`config.mk`:
```
export PLATFORM = sky130hd
export DESIGN_NAME = entrada_botones
export DESIGN_NICKNAME = d
export VERILOG_FILES = /design/src/rtl/entrada_botones.sv
export SDC_FILE = /design/constraint.sdc
export NUM_CORES = 1
export LEC_CHECK = 0
export BUFFER_PORTS_ARGS = -buffer_cell sky130_fd_sc_hd__clkbuf_2
export CAP_MARGIN = 20
export CORE_ASPECT_RATIO = 0.8
export CORE_MARGIN = 3
export CORE_UTILIZATION = 39
export DETAILED_ROUTE_END_ITERATION = 10
export GPL_TIMING_DRIVEN = 1
export HOLD_SLACK_MARGIN = 0.15
export SYNTH_ARGS = -nofsm -noshare
export SYNTH_HDL_FRONTEND = slang
export SYNTH_SLANG_ARGS = --single-unit
```
`constraint.sdc`:
```
create_clock -name clk -period 2.3 [get_ports clk]
set_input_delay 0.46 -clock clk [delete_from_list [all_inputs] [get_ports clk]]
set_output_delay 0.46 -clock clk [all_outputs]
set_load 0.05 [all_outputs]
```
`src/rtl/entrada_botones.sv`:
```
// Button front end: 2-flop sync + debounce per button, press -> one-entry event buffer (valid/ack).
// Press to evt_valid is DEBOUNCE_CYCLES+3 edges; an unacked pending event drops new presses into sticky overflow.
module entrada_botones #(
  parameter int DEBOUNCE_CYCLES = 1000000,
  parameter int CNT_W           = $clog2(DEBOUNCE_CYCLES + 1)
) (
  input  logic       clk,
  input  logic       btnC,
  input  logic       btnU,
  input  logic       btnL,
  input  logic       btnR,
  input  logic       btnD,
  input  logic       evt_ack,
  output logic [3:0] btn_level,
  output logic       evt_valid,
  output logic [1:0] evt_code,
  output logic       overflow
);

  localparam logic [CNT_W-1:0] CNT_MAX = CNT_W'(DEBOUNCE_CYCLES - 1);

  logic [3:0]       raw;
  logic [3:0]       s1_q, s2_q;
  logic [3:0]       stable_q, stable_d;
  logic [3:0]       stable_dly_q;
  logic [3:0]       rise;
  logic [CNT_W-1:0] cnt_q [4];
  logic [CNT_W-1:0] cnt_d [4];

  logic             cand_vld;
  logic [1:0]       cand_code;
  logic             lower_drop;

  logic             evt_valid_q, evt_valid_d;
  logic [1:0]       evt_code_q, evt_code_d;
  logic             ovf_q, ovf_d;

  assign raw = {btnD, btnR, btnL, btnU};

  // A cycle where s2 matches stable restarts the count, so bounces never accumulate.
  always_comb begin
    for (int i = 0; i < 4; i++) begin
      stable_d[i] = stable_q[i];
      cnt_d[i]    = '0;
      if (s2_q[i] != stable_q[i]) begin
        if (cnt_q[i] == CNT_MAX) begin
          stable_d[i] = s2_q[i];
        end else begin
          cnt_d[i] = cnt_q[i] + CNT_W'(1);
        end
      end
    end
  end

  assign rise = stable_q & ~stable_dly_q;

  // Scan low priority first so any earlier hit means a lower press is lost.
  always_comb begin
    cand_vld   = 1'b0;
    cand_code  = 2'd0;
    lower_drop = 1'b0;
    for (int i = 3; i >= 0; i--) begin
      if (rise[i]) begin
        if (cand_vld) lower_drop = 1'b1;
        cand_vld  = 1'b1;
        cand_code = 2'(i);
      end
    end
  end

  always_comb begin
    evt_valid_d = evt_valid_q;
    evt_code_d  = evt_code_q;
    ovf_d       = ovf_q | lower_drop;
    if (cand_vld) begin
      if (!evt_valid_q || evt_ack) begin
        evt_valid_d = 1'b1;
        evt_code_d  = cand_code;
      end else begin
        ovf_d = 1'b1;
      end
    end else if (evt_ack) begin
      evt_valid_d = 1'b0;
    end
  end

  always_ff @(posedge clk) begin
    if (btnC) begin
      s1_q         <= '0;
      s2_q         <= '0;
      stable_q     <= '0;
      stable_dly_q <= '0;
      for (int i = 0; i < 4; i++) cnt_q[i] <= '0;
      evt_valid_q  <= 1'b0;
      evt_code_q   <= 2'd0;
      ovf_q        <= 1'b0;
    end else begin
      s1_q         <= raw;
      s2_q         <= s1_q;
      stable_q     <= stable_d;
      stable_dly_q <= stable_q;
      for (int i = 0; i < 4; i++) cnt_q[i] <= cnt_d[i];
      evt_valid_q  <= evt_valid_d;
      evt_code_q   <= evt_code_d;
      ovf_q        <= ovf_d;
    end
  end

  assign btn_level = stable_q;
  assign evt_valid = evt_valid_q;
  assign evt_code  = evt_code_q;
  assign overflow  = ovf_q;

endmodule

```
==> summary.md <==
| Metric | Value |
|---|---|
| Post-CTS Resized | 0 |
| FF-to-FF path depth | 5 |
| Mapped Area | 4400 sq um |
| Hold Vio Cnt, Final | 0 |
| Starting DRT DRC Count | 224 |
| Final Skew | 6.31 ps |
| # diodes | 0 |
| CTS tree | yes |
| DRC viols | 0 |
| Setup crit end | cnt_q[2][18]$_SDFF_PP0_ |
| H-tree Lvls | 3 |
| Congestion Overflow GR | 0 |
| Detail Route Antenna Nets | 0 |
| PortBufs | 14 |
| Placed cells | 655 |
| CP Capture Type | flop |
| Max Cap Violations | 0 |
| Post-synth top area share | 0.455 |
| DP HPWL | 5900 um |
| Arr. time, crit path | 2370 ps |
| Final cycle utilization of the critical path | 0.911 |
| TNS Setup | 0 ps |
| # Post-CTS Setup Buffers | 0 |
| Worst hold path class | in -> reg |
| Most common cell after layout, fill and taps aside | dfxtp_1 |
| Die ar. | 12,600 sq um |
| Clk root buf | clkbuf_16 |
| Fill cell total of the finished layout | 1,048 |
| Routed wire length per instance | 12.4 um |
| Syn Nets | 514 |
| Worst-margin pin slew | 469 ps |
| Synth Register Bits | 100 |
| First-pass GRT wire length | 14,400 um |
| # nets final | 533 |
| R2R Path End | cnt_q[2][18]$_SDFF_PP0_ |
| Row count | 34 |
| Synth-to-Final Area Change | 12.6% |
| Crit path kind | reg -> reg |
| DR vias | 3,492 |
| Peak supply drop | 0.499 mV |
| Yosys warns | 0 |
| Unrepaired setup endpoints after global routing | no |
| GRT Total Usage | 0.138 |
| Syn_area_per_cell | 8.75 sq um |
| Setup violators final | 0 |
| Initial DRT Pass Iterations | 4 |
| Final worst slack | 205 ps |
| Proportion of layout cells with a drive suffix above 1 | 0.0968 |
| Largest cells by area after synthesis | dfxtp_1 (45%), xnor2_1 (6.0%), nor2_1 (5.0%) |
| Num CTS Buffers | 9 |
| CTS Sinks | 100 |
| Die Y | 101 um |
| Yosys top cell by area | dfxtp_1 |
| Min Tclk post-route | 2090 ps |
| Clock latency on the worst-skew pair | 340 ps |
| Power per Cell Area | 672 nW/um^2 |
| Number of global-route vias before repair | 3,166 |
| Non-filler instance count after layout | 671 |
| GPL Wtd Cong | 0.782 |
| CP Max Fanout | 8 |
| Status | completed |
| Slew headroom | 0.685 |
| Critical path origin | cnt_q[2][0]$_SDFF_PP0_ |
| Final wirelength | 8310 um |
| Power, Total | 3.33 mW |
| Reg-to-Reg Start | cnt_q[2][0]$_SDFF_PP0_ |
| Worst-path clk slew | 70 ps |
| Cell count after synthesis | 503 |
| Fraction of the yosys area taken by sequential cells | 0.455 |
| Commonest non-fill, non-tap cells in the layout | dfxtp_1 (100), nor2_1 (59), nand3_1 (34) |
| Critical Path Source Type | flop |
| Initial antenna violation count | 0 |
| Max Freq | 477 MHz |
| CP required | 2580 ps |
| DP Worst Slack | 223 ps |
| Maximum clock path buffer count | 2 |
| Starting Density | 0.403 |
| Core Box Area | 10,900 sq um |
| P_leak | 1.48 nW |
| Final Slew Violations | 0 |
| # hold bufs at CTS | 0 |
| Netlist cell types | 43 |
| Flop2flop setup slack | 210 ps |
| DIE WIDTH | 125 um |
| Vias per inst | 5.20 |
| # IOs | 15 |
| Largest net degree at the start of global routing | 20 |
synthesized netlist by cell type:
master     instances
nor2_1            59
or4_1             18
nor4bb_1           1
nand4bb_1          1
inv_1             19
nor4_1            10
o2111ai_1          1
nand2_1           28
nor2b_1           13
and3_1             7
o31ai_1           11
a21oi_1           33
nor3_1            12
maj3_1             1
o21ai_4            2
nand3_2            1
nand3_1           34
or4b_1             3
xnor2_1           30
buf_4              1
or3_1             20
clkbuf_1           9
buf_2              2
o22ai_1            1
nand4b_1           2
o21ai_1            1
a211oi_1           1
or4b_2             1
xor2_1            20
and2_0             1
dfxtp_1          100
or4_4              3
or2_2              4
and4_1             3
and2_1             2
nand4_1           12
ha_1               4
nand2b_1           6
buf_6              2
o31a_1             1
o21ai_0           21
o211ai_2           1
clkbuf_8           1
where the power goes:
part           switching [mW]  internal [mW]  total, mW
clock                   0.641          0.904       1.54
combinational          0.0255         0.0183     0.0439
sequential            0.00504           1.74       1.74
total                   0.671           2.66       3.33
how the worst min path moves through the flow:
stage / start / endpoint / cells after the start / slack, ps
after CTS: btnU / s1_q[0]$_SDFF_PP0_ / 2 / 320
after detailed placement: s1_q[1]$_SDFF_PP0_ / s2_q[1]$_SDFF_PP0_ / 1 / 430
final: btnU / s1_q[0]$_SDFF_PP0_ / 2 / 330
after global routing: btnD / s1_q[3]$_SDFF_PP0_ / 2 / 310
after global placement: s1_q[1]$_SDFF_PP0_ / s2_q[1]$_SDFF_PP0_ / 1 / 420
after floorplan: s1_q[0]$_SDFF_PP0_ / s2_q[0]$_SDFF_PP0_ / 1 / 410
stage by stage:
step | cell area, sq um | hold slack [ps] | util
final | 4960 | 326 | 0.453
after global routing | 4960 | 312 | 0.453
after CTS | 4960 | 315 | 0.453
after detailed placement | 4650 | 428 | 0.425
after global placement | 4650 | 417 | 0.425
after floorplan | 4400 | 414 | -
flip-flops by register name (all words and copies together), names as in the netlist:
register,count
s1_q,4
stable_dly_q,4
s2_q,4
overflow,1
evt_valid,1
evt_code,2
btn_level,4
cnt_q,80
kinds of logic after synthesis:
kind of cell	Yosys count	synth area share
AOI/OAI and AO/OA	73	0.0986
adders and majority gates	5	0.0136
xor gates and xnor gates	50	0.0995
buffers and inverters	34	0.0361
DFF	100	0.455
and+or+nand+nor	241	0.298
worst max-delay path, cell delays in order (launching register included):
cell and delay [ps]:
dfxtp_1 390, ha_1 240, nand2_1 110, or4_1 630, or4_1 510, a21oi_1 150
cell type report:
cell class	instances	area, sq um	area share
multi-input cells	369	2240	0.452
flip-flops and latches	100	2000	0.404
clock buffers	11	253	0.0510
well taps	144	180	0.0363
repair buffers	23	150	0.0303
inverters	19	71.3	0.0144
clock inverters	5	58.8	0.0119
metal layers:
layer | vias up | part of all wire | global-route usage
met5 | - | 0 | 0
li1 | 1815 | - | -
met3 | 12 | 0.041 | 0.0371
met4 | 0 | 0.016 | 0.0556
met1 | 1615 | 0.51 | 0.185
met2 | 50 | 0.44 | 0.213
(Power assumes the default switching activity.)
